**config.mk**
```make
export PLATFORM = sky130hd
export DESIGN_NAME = pc_gen
export DESIGN_NICKNAME = d
export VERILOG_FILES = /design/src/rtl/pc_gen_pkg.sv /design/src/rtl/pc_gen_npc_sel.sv /design/src/rtl/pc_gen.sv
export SDC_FILE = /design/constraint.sdc
export NUM_CORES = 1
export LEC_CHECK = 0
export BUFFER_PORTS_ARGS = -buffer_cell sky130_fd_sc_hd__buf_4
export CAP_MARGIN = 10
export CORE_ASPECT_RATIO = 1.75
export CORE_MARGIN = 4
export CORE_UTILIZATION = 40
export CTS_CLUSTER_DIAMETER = 150
export DETAILED_ROUTE_END_ITERATION = 8
export PLACE_DENSITY = 0.71
export SYNTH_ARGS = -nofsm -noshare
export SYNTH_HDL_FRONTEND = slang
export SYNTH_SLANG_ARGS = --single-unit
```
**constraint.sdc**
```tcl
create_clock -name clk -period 2 [get_ports clk]
set_clock_uncertainty 0.1 [all_clocks]
set_input_delay 0 -clock clk [delete_from_list [all_inputs] [get_ports clk]]
set_output_delay 0 -clock clk [all_outputs]
set_load 0.1 [all_outputs]
```
**src/rtl/pc_gen_pkg.sv**
```systemverilog
// Shared types and constants for the next-PC generator.
`timescale 1ns/1ps
package pc_gen_pkg;

  typedef enum logic [1:0] {
    S_RESET = 2'd0,
    S_ISSUE = 2'd1,
    S_WAIT  = 2'd2
  } state_e;

  localparam int unsigned CAUSE_IADDR_MISALIGNED = 0;
  localparam int unsigned CAUSE_ECALL_M          = 11;
  localparam logic [1:0]  MTVEC_MODE_VECTORED    = 2'b01;

endpackage

```
**src/rtl/pc_gen_npc_sel.sv**
```systemverilog
// Combinational next-PC priority mux: trap, misaligned target, irq, mret, jump, branch, sequential.
`timescale 1ns/1ps
module npc_sel
  import pc_gen_pkg::*;
#(
  parameter int unsigned XLEN     = 32,
  parameter int unsigned IALIGN   = 32,
  parameter int unsigned IRQ_CODE = 7
) (
  input  logic [XLEN-1:0] i_pc,
  input  logic            i_jump_flag,
  input  logic            i_branch_flag,
  input  logic            i_is_mret,
  input  logic            i_is_ecall,
  input  logic            i_irq_pending,
  input  logic [XLEN-1:0] i_jump_target,
  input  logic [XLEN-1:0] i_branch_target,
  input  logic [XLEN-1:0] i_snpc,
  input  logic [XLEN-1:0] i_mtvec,
  input  logic [XLEN-1:0] i_mepc,
  output logic [XLEN-1:0] o_npc,
  output logic            o_trap,
  output logic            o_retire,
  output logic [XLEN-1:0] o_cause,
  output logic [XLEN-1:0] o_epc
);

  localparam bit ALIGN16 = (IALIGN == 16);

  logic [XLEN-1:0] w_base;
  logic [XLEN-1:0] w_seq_npc;
  logic [1:0]      w_tgt_lo;
  logic            w_misaligned;

  // Jump wins over branch both for the selected target and its alignment check
  always_comb begin
    w_base       = {i_mtvec[XLEN-1:2], 2'b00};
    w_tgt_lo     = i_jump_flag ? i_jump_target[1:0] : i_branch_target[1:0];
    w_misaligned = (i_jump_flag || i_branch_flag) &&
                   (ALIGN16 ? w_tgt_lo[0] : (w_tgt_lo != 2'b00));
    if (i_is_mret)          w_seq_npc = i_mepc;
    else if (i_jump_flag)   w_seq_npc = i_jump_target;
    else if (i_branch_flag) w_seq_npc = i_branch_target;
    else                    w_seq_npc = i_snpc;
  end

  always_comb begin
    o_npc    = w_seq_npc;
    o_trap   = 1'b0;
    o_retire = 1'b1;
    o_cause  = '0;
    o_epc    = '0;
    if (i_is_ecall) begin
      o_npc    = w_base;
      o_trap   = 1'b1;
      o_retire = 1'b0;
      o_cause  = XLEN'(CAUSE_ECALL_M);
      o_epc    = i_pc;
    end else if (w_misaligned) begin
      o_npc    = w_base;
      o_trap   = 1'b1;
      o_retire = 1'b0;
      o_cause  = XLEN'(CAUSE_IADDR_MISALIGNED);
      o_epc    = i_pc;
    end else if (i_irq_pending) begin
      // The instruction retires; the interrupt returns to where it would have gone
      o_trap  = 1'b1;
      o_cause = {1'b1, (XLEN-1)'(IRQ_CODE)};
      o_epc   = w_seq_npc;
      o_npc   = (i_mtvec[1:0] == MTVEC_MODE_VECTORED) ?
                w_base + XLEN'(4 * IRQ_CODE) : w_base;
    end
  end

endmodule

```
**src/rtl/pc_gen.sv**
```systemverilog
// Architectural PC owner: offers PCs to the IFU, applies commits, tracks traps and instret.
`timescale 1ns/1ps
module pc_gen
  import pc_gen_pkg::*;
#(
  parameter int unsigned     XLEN      = 32,
  parameter logic [XLEN-1:0] RESET_VEC = 32'h8000_0000,
  parameter int unsigned     IALIGN    = 32,
  parameter int unsigned     CNT_W     = 64,
  parameter int unsigned     IRQ_CODE  = 7
) (
  input  logic             clk,
  input  logic             rst_n,
  output logic             pc_valid,
  input  logic             pc_ready,
  output logic [XLEN-1:0]  pc,
  input  logic             commit_valid,
  output logic             commit_ready,
  input  logic             jump_flag,
  input  logic             branch_flag,
  input  logic             is_mret,
  input  logic             is_ecall,
  input  logic             irq_pending,
  input  logic [XLEN-1:0]  jump_target,
  input  logic [XLEN-1:0]  branch_target,
  input  logic [XLEN-1:0]  snpc,
  input  logic [XLEN-1:0]  mtvec,
  input  logic [XLEN-1:0]  mepc,
  output logic             trap_taken,
  output logic [XLEN-1:0]  trap_cause,
  output logic [XLEN-1:0]  trap_epc,
  output logic [CNT_W-1:0] instret
);

  state_e           r_state;
  state_e           w_state_nxt;
  logic             r_pc_valid;
  logic             r_commit_ready;
  logic [XLEN-1:0]  r_pc;
  logic [CNT_W-1:0] r_instret;
  logic             r_trap_taken;
  logic [XLEN-1:0]  r_trap_cause;
  logic [XLEN-1:0]  r_trap_epc;

  logic             w_commit;
  logic [XLEN-1:0]  w_npc;
  logic             w_trap;
  logic             w_retire;
  logic [XLEN-1:0]  w_cause;
  logic [XLEN-1:0]  w_epc;

  npc_sel #(
    .XLEN     (XLEN),
    .IALIGN   (IALIGN),
    .IRQ_CODE (IRQ_CODE)
  ) u_npc_sel (
    .i_pc            (r_pc),
    .i_jump_flag     (jump_flag),
    .i_branch_flag   (branch_flag),
    .i_is_mret       (is_mret),
    .i_is_ecall      (is_ecall),
    .i_irq_pending   (irq_pending),
    .i_jump_target   (jump_target),
    .i_branch_target (branch_target),
    .i_snpc          (snpc),
    .i_mtvec         (mtvec),
    .i_mepc          (mepc),
    .o_npc           (w_npc),
    .o_trap          (w_trap),
    .o_retire        (w_retire),
    .o_cause         (w_cause),
    .o_epc           (w_epc)
  );

  always_comb begin
    w_state_nxt = r_state;
    w_commit    = 1'b0;
    case (r_state)
      S_RESET: w_state_nxt = S_ISSUE;
      S_ISSUE: if (pc_ready) w_state_nxt = S_WAIT;
      S_WAIT: begin
        w_commit = commit_valid;
        if (commit_valid) w_state_nxt = S_ISSUE;
      end
      default: w_state_nxt = S_RESET;
    endcase
  end

  // Handshake flags are registered from the next state so they track r_state exactly
  always_ff @(posedge clk or negedge rst_n) begin
    if (!rst_n) begin
      r_state        <= S_RESET;
      r_pc_valid     <= 1'b0;
      r_commit_ready <= 1'b0;
    end else begin
      r_state        <= w_state_nxt;
      r_pc_valid     <= (w_state_nxt == S_ISSUE);
      r_commit_ready <= (w_state_nxt == S_WAIT);
    end
  end

  always_ff @(posedge clk or negedge rst_n) begin
    if (!rst_n) begin
      r_pc         <= RESET_VEC;
      r_instret    <= '0;
      r_trap_taken <= 1'b0;
      r_trap_cause <= '0;
      r_trap_epc   <= '0;
    end else begin
      r_trap_taken <= w_commit && w_trap;
      if (w_commit) begin
        r_pc <= w_npc;
        if (w_retire) r_instret <= r_instret + CNT_W'(1);
        if (w_trap) begin
          r_trap_cause <= w_cause;
          r_trap_epc   <= w_epc;
        end
      end
    end
  end

  assign pc_valid     = r_pc_valid;
  assign commit_ready = r_commit_ready;
  assign pc           = r_pc;
  assign instret      = r_instret;
  assign trap_taken   = r_trap_taken;
  assign trap_cause   = r_trap_cause;
  assign trap_epc     = r_trap_epc;

endmodule
```
# Word level (Yosys, flattened, before mapping)
# Cells that the tools add are included.
[totals]
memories = 0
rom_bits = 0
reg_bits = 165
word_cells = 45
latchBits = 0
mem_bits_rw = 0
[op_classes]
div = 0
reduce_logical = 7
shift = 0
n_mul = 0
n_addsub = 2
bitwise = 0
mux = 23
eq_ne = 5
order_cmp = 0
[op_table]
columns = ["operator", "count"]
rows = [
  ["32-bit 2-to-1 mux", 13],
  ["64-bit by 1-bit adder with 64-bit output (second input constant)", 1],
  ["32-bit by 5-bit adder with 32-bit output (second input constant)", 1],
  ["2-bit by 1-bit == test with 1-bit output (second input constant)", 3],
  ["1-bit 2-to-1 mux", 6],
  ["2-bit 2-to-1 mux", 3],
  ["2-bit case mux with 3 select lines", 1],
  ["2-bit == test (second input constant)", 2],
  ["2-bit AND reduction", 2],
  ["1-bit logical AND", 2],
  ["2-bit logical NOT", 1],
  ["2-bit nonzero test", 1],
  ["1-bit logical OR", 1],
]

# Logic depth before layout (Yosys ltp)
# Gate-level depths: netlist of run 1.
[logic_depth]
ltp_word = 6
mapped_depth = 8
mapped_depth_nobuf = 7

# By module
# A second synthesis of run 1 with hierarchy kept.
[hier_totals]
cells_unflattened = 958
hier_area_um2 = 9673.0
[by_module_without_submodules]
columns = ["module", "area_per_inst_um2", "seq_area_each_um2", "cells_per_inst", "n_inst"]
rows = [
  ["pc_gen", 6835.3, 4130.2, 506, 1],
  ["npc_sel", 2837.7, 0.0, 452, 1],
]

# Least setup slack after synthesis of run 1
# OpenSTA, ideal clock, no wires.
[synth_path]
path_type = "reg-to-reg"
from = "register r_instret[25], in the netlist instret[25]"
to = "register r_instret[49], in the netlist instret[49]"
synth_period_minus_slack_ns = 2.735
setup_slack_ns = -0.735
required_ns = 1.738
arrival_ns = 2.473
path_stages_with_launch = 7
path_cell_list = "dfrtp_1 > nand4_1 > nor3_2 > nand4_2 > buf_6 > nor4_1 > xor2_1"
[synth_via]
elab_chain_len = 1
[synth_lines]
columns = ["element", "line_no", "rtl"]
rows = [
  ["from (decl)", "pc_gen.sv:40", "logic [CNT_W-1:0] r_instret;"],
  ["from (signal assigned)", "pc_gen.sv:113", "if (w_retire) r_instret <= r_instret + CNT_W'(1);"],
  ["64-bit by 1-bit adder with 64-bit output", "pc_gen.sv:113", ""],
]
# No other way between the ends.
# A chain may end at the register's enable or synchronous reset.

# Final worst setup path of run 1
[layout_path]
from = "register r_state[0]"
to = "register r_instret[25], in the netlist instret[25]"
[layout_via]
elab_chain_len = 3
[layout_lines]
columns = ["element", "line_no", "rtl"]
rows = [
  ["from (decl)", "pc_gen.sv:35", "state_e r_state;"],
  ["from (signal assigned)", "pc_gen.sv:96", "r_state <= w_state_nxt;"],
  ["2-bit == test", "pc_gen.sv:78", "case (r_state)"],
  ["1-bit 2-to-1 mux", "pc_gen.sv:78", ""],
  ["2-bit AND reduction (no source line)", "--", ""],
]
# No other way between the ends.

==> summary.md, run 1 <==
| Metric | Value |
|---|---|
| Die height | `199 microns` |
| Core footprint | `20500 sq um` |
| Initial core utilization | `40.9%` |
| Status | `complete, but fails checks` |
| Total Wirelength | `34200 microns` |
| Power density cells | `1240 nW/um^2` |
| Total Power | `16.4 mW` |
| Kind of end point of the critical path | `flop` |
| GRT Overall Usage | `28.7%` |
| Post-synthesis register bit count | `136` |
| DIE AREA | `23400 sq um` |
| CTS root buf | `clkbuf_16` |
| EDFF count, synth | `0` |
| Fin. Hold Viols | `1` |
| Async SR Flop Fraction | `100%` |
| DR vias | `9234` |
| Layout cells sized above 1 | `42.4%` |
| Chip Width | `117 microns` |
| Clock transition at path regs | `60 ps` |
| RD Place Congestion | `0.926` |
| WP data required | `2250 ps` |
| H-tree depth reported by CTS | `4` |
| Final Instance Count excl. Fillers | `1616` |
| Clk_lat worst skew | `430 ps` |
| Critical path's slowest cell | `a2111oi_4` |
| Crit path time final | `2000 ps` |
| CTS Buffer Depth | `2` |
| Critical Path Max Stage Delay | `440 ps` |
| Via density | `5.71` |
| Post-synth top flop | `dfrtp_1` |
| 1st-iter DRT viols | `615` |
| Post-Route Utilization | `64.8%` |
| P_leak | `6.20 nW` |
| Failing checks | `hold timing` |
| Commonest non-fill, non-tap cell in the layout | `buf_4` |
| CP Launch Point | `r_state[0]` |
| Worst setup SP type | `flop` |
| Avg Cell Area, Syn | `8.98 sq um` |
| Antenna violations before repair | `0` |
| Final Max Slew Viols | `0` |
| IO Pins | `332` |
| Most frequent CP cell | `buf_4` |
| PortBufs | `304` |
| Top Family by Delay on Critical Path | `simple AND/OR/NAND/NOR gates` |
| Ys Warns | `0` |
| RSZ-0062 raised after global routing | `yes` |
| CTS Buf Count | `17` |
| Post-synth top area cell | `dfrtp_1` |
| CTS tree | `built` |
| Top cells by area, synth | `dfrtp_1 (40%), xor2_1 (4.5%), mux2i_1 (4.1%)` |
| Maximum vdd drop | `1.56 mV` |
| First-pass GRT wire length | `51300 microns` |
| Final setup vio count | `0` |
| R2r startpoint | `r_state[0]` |
| Netlist cell types | `69` |
| Post-synth top area share | `40.4%` |
| Vias in the first global route | `9615` |
| Buf+Inv Stages, Crit Path | `2` |
| Final instance area | `13300 sq um` |
| Peak fanout along the critical path | `6` |
| F_max | `501 MHz` |
| Total grt overflow | `0` |
| Synth Cell Area | `8360 sq um` |
| Crit path kind | `flop to flop` |
| Tightest Pin Transition | `977 ps` |
| Rel. slew slack | `33.2%` |
| R2R Setup Slk | `4 ps` |
| Maximum number of pins on one net before global-route repair | `56` |
| Gate Count Post-Synth | `931` |
| Area of placed instances | `11800 sq um` |
| Commonest non-fill, non-tap cells in the layout | `buf_4 (387), dfrtp_1 (76), nor2_1 (72), nand2_1 (61), a21oi_1 (57)` |
| Critical Path, Cell by Cell | `buf_4, nand4b_1, a2111oi_4, nand2_4, buf_4, nor3_2, xor2_1` |
| Placed instance count | `1515` |
| Nets | `1526` |
| Detailed placement HPWL | `25700 microns` |
| Hold WS | `-55.6 ps` |
| Rows | `69` |
| CP Data Arrival Time | `2240 ps` |
| Filler cell count | `1667` |
| Class of the worst hold path | `input port to flop` |
| # diodes | `0` |
| Wirelength per Cell | `21.2 microns` |
| Sequential area share after synthesis | `40.7%` |
| Area Overhead vs Synth | `58.5%` |
| Residual DRC | `0` |
| Max-Cap Viols | `0` |
| Drt pass-1 iters | `5` |
| CTS Sinks | `136` |
| Final Cycle Share | `99.8%` |
| Hold path start | `mtvec[14]` |
| Final ANT Viol Nets | `0` |
==> worst reg2reg max path: cells and delay by family, from the launching register on <==
kind,cells,cell delay (ps)
DFF,1,370
AOI/OAI and AO/OA,1,440
and+or+nand+nor,3,500
xor gates and xnor gates,1,160
buffers and inverters,2,340
==> layout make-up <==
cell class	instances	area [sq um]	share of cell area [%]
Clock inverter	14	150	1.13
Inverter	30	116	0.878
Multi-Input combinational cell	709	4860	36.6
Timing Repair Buffer	461	3810	28.7
Tap cell	248	310	2.34
Clock buffer	18	429	3.24
Sequential cell	136	3580	27.0
==> cell usage after synthesis, types with 4 or more instances <==
cell type,instances
buf_2,14
nor3_2,5
buf_4,29
xor2_1,43
nor4_1,17
a21oi_1,57
inv_1,28
nor2b_1,8
nand2b_1,5
o22ai_1,49
and3_1,8
mux2i_1,34
a222oi_1,4
a31oi_1,8
o21ai_0,53
nand4_1,25
nand3_1,33
o21a_1,7
xnor2_1,27
clkbuf_1,37
and4_1,7
dfrtp_1,135
a221oi_1,11
nand2_1,65
a211oi_1,10
mux2_2,6
nor2_1,81
a22oi_1,4
nor4_2,11
o221ai_1,6
nor3_1,38
and2_1,7
o22a_1,4
==> state kept, by name, summed over array words and instances (netlist names) <==
register      flops
instret          64
pc               32
trap_epc         32
trap_cause        3
r_state           2
commit_ready      1
pc_valid          1
trap_taken        1
==> stage by stage <==
step | TNS [ps] | setup WS [ps]
after floorplan | -2660 | -129
after global placement | -108 | -59.1
after detailed placement | -78.7 | -40.9
after CTS | 0 | 3.26
after global routing | -932 | -73.2
final | 0 | 4.19
==> final timing paths <==
| kind | endpoint | depth (start not counted) |
|---|---|---|
| min | pc[16] | 4 |
| min reg2reg | instret[23] | 1 |
| max | instret[25] | 7 |
| max reg2reg | instret[25] | 7 |
| min in group asynchronous | trap_epc[15] | 3 |
| max in group asynchronous | trap_epc[28] | 3 |
==> per-layer routing <==
metal	share of wire, %	track usage, %	routed length (microns)	up-vias
met5	0	0	0	-
met4	5.1	14.0	1740	0
met3	6.9	6.67	2370	105
met2	55	52.4	18700	448
met1	33	30.0	11400	4437
li1	-	-	-	4244
==> power breakdown <==
part / switching (mW) / internal (mW) / total (mW)
Sequential: 0.595 / 3.48 / 4.08
Combinational: 7.10 / 2.08 / 9.18
Clock: 1.33 / 1.84 / 3.17
Total: 9.02 / 7.41 / 16.4
==> timing repair <==
item                                    CTS  global route
pin swaps                                 0             9
hold endpoints to repair                186             0
endpoints found under the setup margin    2            26
hold buffers                             57             0
gates resized for setup                   1            36
setup buffers                             0            12
cloned                                    0             1
==> cell families (layout without fill, tap and decap cells) <==
kind of cell	after synthesis	after routing	share of synthesized area (%)
buffers and inverters	112	523	6.63
adder cells (fa/ha/maj)	2	2	0.299
AND/OR/NAND/NOR	327	327	21.1
flip-flops	136	136	40.7
multiplexers	40	40	4.88
AO/OA/AOI/OAI	243	243	19.0
other	1	27	0.0448
XOR/XNOR	70	70	7.33
Power figures use the tool's default switching activity.
==> inputs of run 2 (changes only) <==
--- a/config.mk
+++ b/config.mk
@@ -9,10 +9,9 @@
 export CAP_MARGIN = 10
 export CORE_ASPECT_RATIO = 1.75
 export CORE_MARGIN = 4
-export CORE_UTILIZATION = 40
+export CORE_UTILIZATION = 35
 export CTS_CLUSTER_DIAMETER = 150
 export DETAILED_ROUTE_END_ITERATION = 8
-export PLACE_DENSITY = 0.71
 export SYNTH_ARGS = -nofsm -noshare
 export SYNTH_HDL_FRONTEND = slang
 export SYNTH_SLANG_ARGS = --single-unit
==> summary.md, run 2 (same netlist as run 1, synthesis figures left out) <==
| Metric | Value |
|---|---|
| Final setup vio count | `0 (unchanged)` |
| Kind of end point of the critical path | `flop (unchanged)` |
| Commonest non-fill, non-tap cell in the layout | `buf_4 (unchanged)` |
| Max-Cap Viols | `0 (unchanged)` |
| Crit path time final | `1940 ps (was 2000 ps)` |
| Placed instance count | `1569 (was 1515)` |
| Worst setup SP type | `flop (unchanged)` |
| Total grt overflow | `0 (unchanged)` |
| Drt pass-1 iters | `5 (unchanged)` |
| 1st-iter DRT viols | `539 (was 615)` |
| Final Cycle Share | `96.9% (was 99.8%)` |
| Setup tns final | `0 ps (unchanged)` |
| CTS tree | `built (unchanged)` |
| Commonest non-fill, non-tap cells in the layout | `buf_4 (386), dfrtp_1 (76), nor2_1 (73), nand2_1 (63), dlygate4sd3_1 (59) (was buf_4 (387), dfrtp_1 (76), nor2_1 (72), nand2_1 (61), a21oi_1 (57))` |
| Rows | `74 (was 69)` |
| Nets | `1529 (was 1526)` |
| Vias in the first global route | `9498 (was 9615)` |
| CTS Buf Count | `17 (unchanged)` |
| Final Max Slew Viols | `0 (unchanged)` |
| Crit path kind | `flop to flop (unchanged)` |
| Antenna violations before repair | `1 (was 0)` |
| GRT Overall Usage | `25.3% (was 28.7%)` |
| Status | `finished clean (was complete, but fails checks)` |
| Chip Width | `125 microns (was 117 microns)` |
| P_leak | `6.19 nW (was 6.20 nW)` |
| Detailed placement HPWL | `26700 microns (was 25700 microns)` |
| DR vias | `9261 (was 9234)` |
| CTS Buffer Depth | `2 (unchanged)` |
| Fin. Hold Viols | `0 (was 1)` |
| Class of the worst hold path | `input port to asynchronous set/reset pin (was input port to flop)` |
| Power density cells | `1250 nW/um^2 (was 1240 nW/um^2)` |
| Maximum number of pins on one net before global-route repair | `59 (was 56)` |
| Buf+Inv Stages, Crit Path | `1 (was 2)` |
| Peak fanout along the critical path | `15 (was 6)` |
| Clock transition at path regs | `60 ps (about the same)` |
| Critical Path, Cell by Cell | `nand4_1, nor3_4, nand4_2, buf_12, nor4_4, xor2_1 (was buf_4, nand4b_1, a2111oi_4, nand2_4, buf_4, nor3_2, xor2_1)` |
| F_max | `516 MHz (was 501 MHz)` |
| RD Place Congestion | `0.926 (unchanged)` |
| Rel. slew slack | `45.2% (was 33.2%)` |
| RSZ-0062 raised after global routing | `yes (unchanged)` |
| Residual DRC | `0 (unchanged)` |
| Tightest Pin Transition | `801 ps (was 977 ps)` |
| WP data required | `2240 ps (was 2250 ps)` |
| Total Wirelength | `35300 microns (was 34200 microns)` |
| Filler cell count | `2118 (was 1667)` |
| DIE AREA | `26500 sq um (was 23400 sq um)` |
| Layout cells sized above 1 | `41.6% (was 42.4%)` |
| PortBufs | `304 (unchanged)` |
| First-pass GRT wire length | `52800 microns (was 51300 microns)` |
| Core footprint | `23400 sq um (was 20500 sq um)` |
| Area Overhead vs Synth | `59.8% (was 58.5%)` |
| CTS root buf | `clkbuf_16 (unchanged)` |
| Top Family by Delay on Critical Path | `simple AND/OR/NAND/NOR gates (unchanged)` |
| IO Pins | `332 (unchanged)` |
| Critical path's slowest cell | `dfrtp_4 (was a2111oi_4)` |
| Critical Path Max Stage Delay | `430 ps (was 440 ps)` |
| Die height | `212 microns (was 199 microns)` |
| Via density | `5.53 (was 5.71)` |
| Wirelength per Cell | `21.0 microns (was 21.2 microns)` |
| Final ANT Viol Nets | `0 (unchanged)` |
| CTS Sinks | `136 (unchanged)` |
| Final Instance Count excl. Fillers | `1676 (was 1616)` |
| Initial core utilization | `35.7% (was 40.9%)` |
| H-tree depth reported by CTS | `4 (unchanged)` |
| CP Data Arrival Time | `2180 ps (was 2240 ps)` |
| Clk_lat worst skew | `430 ps (about the same)` |
| Maximum vdd drop | `0.869 mV (was 1.56 mV)` |
| Max reg flops | `64 (unchanged)` |
run 2: changes by cell type in the layout (fill, tap and decap cells not counted), moves of 3 or more:
cell	change
clkinvlp_4	-6
nor3_1	+4
buf_6	+3
dlygate4sd3_1	+4
nor4_2	+3
nor3_2	-4
run 2: metrics by stage:
| stage | util (%) | worst slack (ps) | power [mW] | hold WS [ps] | cell area, sq um |
|---|---|---|---|---|---|
| after floorplan | - | -129 | 10.8 | -396 | 8830 |
| after global placement | 50.5 | -207 | 13.1 | -68.7 | 11800 |
| after detailed placement | 50.5 | -140 | 13.2 | -67.8 | 11800 |
| after CTS | 55.9 | 0.169 | 16.7 | 1.40 | 13100 |
| after global routing | 57.0 | -35.1 | 17.3 | 34.6 | 13400 |
| final | 57.0 | 62.2 | 16.7 | 13.6 | 13400 |
run 2: per-layer routing:
metal | part of all wire (%) | wire [microns] | track usage [%]
met5 | 0 | 0 | 0
met4 | 4.3 | 1520 | 11.6
met3 | 6.7 | 2370 | 5.18
met2 | 55 | 19400 | 48.2
met1 | 34 | 12000 | 26.6
run 2: what timing repair did:
action | CTS | global route
hold buffers | 59 | 0
hold endpoints to repair | 172 | 0
buffers inserted | 3 | 10
gates cloned | 0 | 2
resized for setup | 7 | 25
pin swaps | 4 | 16
endpoints found under the setup margin | 15 | 29
run 2: area by class of cell:
type	count	area, sq um	share of cell area, %
Clock inverter	12	174	1.30
Antenna cell	1	2.50	0.0187
Sequential cell	136	3580	26.8
Inverter	30	113	0.843
Clock buffer	20	447	3.34
Timing Repair Buffer	463	3790	28.4
Multi-Input combinational cell	710	4870	36.4
Tap cell	304	380	2.85
run 2: report_power, final:
group / leakage [nW] / internal, mW / switching, mW / total, mW
logic: 4.29 / 2.09 / 7.13 / 9.23
clock network: 0.304 / 2.12 / 1.27 / 3.39
registers: 1.59 / 3.48 / 0.587 / 4.07
run 2: worst paths after layout:
path,from,slack [ps],cells past startpoint,end
max,instret[31],60,6,instret[49]
min,rst_n,10,2,trap_epc[13]
max reg2reg,instret[31],60,6,instret[49]
min reg2reg,instret[46],380,1,instret[46]
max in group asynchronous,rst_n,1050,3,instret[11]
min in group clk,mepc[14],20,4,trap_epc[14]
==> inputs of run 3 (changes only) <==
--- a/config.mk
+++ b/config.mk
@@ -9,9 +9,10 @@
 export CAP_MARGIN = 10
 export CORE_ASPECT_RATIO = 1.75
 export CORE_MARGIN = 4
-export CORE_UTILIZATION = 35
+export CORE_UTILIZATION = 42
 export CTS_CLUSTER_DIAMETER = 150
 export DETAILED_ROUTE_END_ITERATION = 8
+export PLACE_DENSITY = 0.73
 export SYNTH_ARGS = -nofsm -noshare
 export SYNTH_HDL_FRONTEND = slang
 export SYNTH_SLANG_ARGS = --single-unit
==> summary.md, run 3 (same netlist as run 1, synthesis figures left out) <==
| Metric | Value |
|---|---|
| Status | `complete, but fails checks (was finished clean)` |
| Failing checks | `hold timing` |
| CTS Sinks | `136 (unchanged)` |
| Commonest non-fill, non-tap cell in the layout | `buf_4 (unchanged)` |
| H-tree depth reported by CTS | `4 (unchanged)` |
| CP Launch Point | `instret[39] (was instret[31])` |
| Total grt overflow | `0 (unchanged)` |
| Antenna violations before repair | `0 (was 1)` |
| Reg2reg end | `instret[54] (was instret[49])` |
| CTS Buf Count | `17 (unchanged)` |
| Critical path's slowest cell | `dfrtp_4 (unchanged)` |
| # diodes | `0 (was 1)` |
| Kind of end point of the critical path | `flop (unchanged)` |
| PortBufs | `304 (unchanged)` |
| Final instance area | `13200 sq um (was 13400 sq um)` |
| R2R Setup Slk | `10 ps (was 60 ps)` |
| Tightest Pin Transition | `781 ps (was 801 ps)` |
| Crit path kind | `flop to flop (unchanged)` |
| Chip Width | `115 microns (was 125 microns)` |
| DR vias | `9227 (was 9261)` |
| CTS tree | `built (unchanged)` |
| Die height | `195 microns (was 212 microns)` |
| Critical Path, Cell by Cell | `nand4_1, nor3_4, buf_4, nand3_1, nor4_4, xor2_1 (was nand4_1, nor3_4, nand4_2, buf_12, nor4_4, xor2_1)` |
| Peak fanout along the critical path | `5 (was 15)` |
| Worst setup SP type | `flop (unchanged)` |
| Buf+Inv Stages, Crit Path | `1 (unchanged)` |
| 1st-iter DRT viols | `613 (was 539)` |
| Via density | `5.74 (was 5.53)` |
| Power density cells | `1270 nW/um^2 (was 1250 nW/um^2)` |
| CP Data Arrival Time | `2220 ps (was 2180 ps)` |
| CTS Buffer Depth | `2 (unchanged)` |
| F_max | `503 MHz (was 516 MHz)` |
| Clock network power share | `20.8% (was 20.3%)` |
| Flop pwr share | `24.3% (was 24.4%)` |
| Final Instance Count excl. Fillers | `1608 (was 1676)` |
| Detailed placement HPWL | `25800 microns (was 26700 microns)` |
| Class of the worst hold path | `input port to asynchronous set/reset pin (unchanged)` |
| Area of placed instances | `11800 sq um (about the same)` |
| FF-to-FF path depth | `6 (unchanged)` |
| Total Wirelength | `33900 microns (was 35300 microns)` |
| Max reg flops | `64 (unchanged)` |
| P_leak | `6.15 nW (was 6.19 nW)` |
| Commonest non-fill, non-tap cells in the layout | `buf_4 (394), dfrtp_1 (76), nor2_1 (74), nand2_1 (62), a21oi_1 (57) (was buf_4 (386), dfrtp_1 (76), nor2_1 (73), nand2_1 (63), dlygate4sd3_1 (59))` |
| Area Overhead vs Synth | `57.6% (was 59.8%)` |
| CTS root buf | `clkbuf_16 (unchanged)` |
| Final Max Slew Viols | `0 (unchanged)` |
| Wirelength per Cell | `21.1 microns (was 21.0 microns)` |
| Initial core utilization | `42.5% (was 35.7%)` |
| Final ANT Viol Nets | `0 (unchanged)` |
| Final Cycle Share | `99.5% (was 96.9%)` |
| Vias in the first global route | `9589 (was 9498)` |
| R2r startpoint | `instret[39] (was instret[31])` |
| Fin. Hold Viols | `6 (was 0)` |
| Maximum number of pins on one net before global-route repair | `54 (was 59)` |
| RD Place Congestion | `1.03 (was 0.926)` |
| Sw Pwr | `8.97 mW (was 8.99 mW)` |
| Core footprint | `19700 sq um (was 23400 sq um)` |
| Drt pass-1 iters | `7 (was 5)` |
| First-pass GRT wire length | `51800 microns (was 52800 microns)` |
| Final setup vio count | `0 (unchanged)` |
| Crit path time final | `1990 ps (was 1940 ps)` |
| Clock transition at path regs | `70 ps (was 60 ps)` |
| IO Pins | `332 (unchanged)` |
| Clk_lat worst skew | `420 ps (was 430 ps)` |
| Residual DRC | `0 (unchanged)` |
| Cell internal pwr | `7.73 mW (was 7.70 mW)` |
| DIE AREA | `22300 sq um (was 26500 sq um)` |
| Rel. slew slack | `47.4% (was 45.2%)` |
| Rows | `68 (was 74)` |
| GRT Overall Usage | `29.7% (was 25.3%)` |
| Nets | `1521 (was 1529)` |
| Placed instance count | `1519 (was 1569)` |
| Combinational power share | `54.9% (was 55.3%)` |
| Layout cells sized above 1 | `42.3% (was 41.6%)` |
| WP data required | `2230 ps (was 2240 ps)` |
| Maximum vdd drop | `1.11 mV (was 0.869 mV)` |
| Critical Path Max Stage Delay | `440 ps (was 430 ps)` |
| RSZ-0062 raised after global routing | `yes (unchanged)` |
| Hold WS | `-15.4 ps (was 13.6 ps)` |
| Switching Share | `53.7% (was 53.9%)` |
| Top Family by Delay on Critical Path | `simple AND/OR/NAND/NOR gates (unchanged)` |
| Max-Cap Viols | `0 (unchanged)` |
[run 3: final cells by class]
type / count / area [sq um]
tap: 245 / 307
timing repair buffer: 455 / 3650
clock inverter: 10 / 166
inverter: 30 / 113
clock buffer: 22 / 474
multi-input combinational: 710 / 4890
sequential: 136 / 3580
fill: 1578 / 6470
[run 3: routing by layer]
| layer | global-route usage [%] | wire length [microns] | part of all wire, % | vias to the layer above |
|---|---|---|---|---|
| met5 | 0 | 0 | 0 | - |
| met4 | 16.5 | 2030 | 6.0 | 0 |
| met3 | 5.98 | 2250 | 6.6 | 118 |
| met2 | 54.4 | 18400 | 54 | 474 |
| met1 | 30.8 | 11300 | 33 | 4425 |
| li1 | - | - | - | 4210 |
[run 3: power groups by stage]
stage | logic, mW | clock network [mW] | registers (mW)
after detailed placement | 9.04 | 0 | 4.07
after floorplan | 1.81 | 0 | 8.98
after CTS | 9.15 | 3.49 | 4.04
final | 9.17 | 3.47 | 4.06
after global routing | 9.47 | 3.61 | 4.14
after global placement | 8.98 | 0 | 4.06
[run 3: how the worst max path moves through the flow]
stage / slack (ps) / end / cells after the start
after global routing: -80 / instret[62] / 6
after global placement: 60 / pc[2] / 8
after CTS: 9 / instret[58] / 7
final: 10 / instret[54] / 6
after floorplan: -130 / instret[43] / 6
after detailed placement: 8 / instret[43] / 6
[run 3: worst register-to-register path: stages (launching register included)]
cell,delay [ps]
dfrtp_4,440
nand4_1,240
nor3_4,240
buf_4,180
nand3_1,200
nor4_4,310
xor2_1,190
[run 3: timing repair]
item	in CTS	in global routing
pin swaps	0	8
hold endpoints to repair	187	0
gates resized for setup	2	29
setup endpoints to repair	2	30
gates cloned	0	2
setup buffers	0	5
hold buffers	50	0
[run 3: metrics by stage]
step	hold slack, ps	setup TNS, ps	setup WS [ps]	util (%)	total power [mW]
after floorplan	-396	-2660	-129	-	10.8
after global placement	-147	0	64.1	60.0	13.0
after detailed placement	-150	0	8.05	60.0	13.1
after CTS	6.60	0	9.41	65.9	16.7
after global routing	19.8	-426	-77.3	67.1	17.2
final	-15.4	0	10.8	67.1	16.7
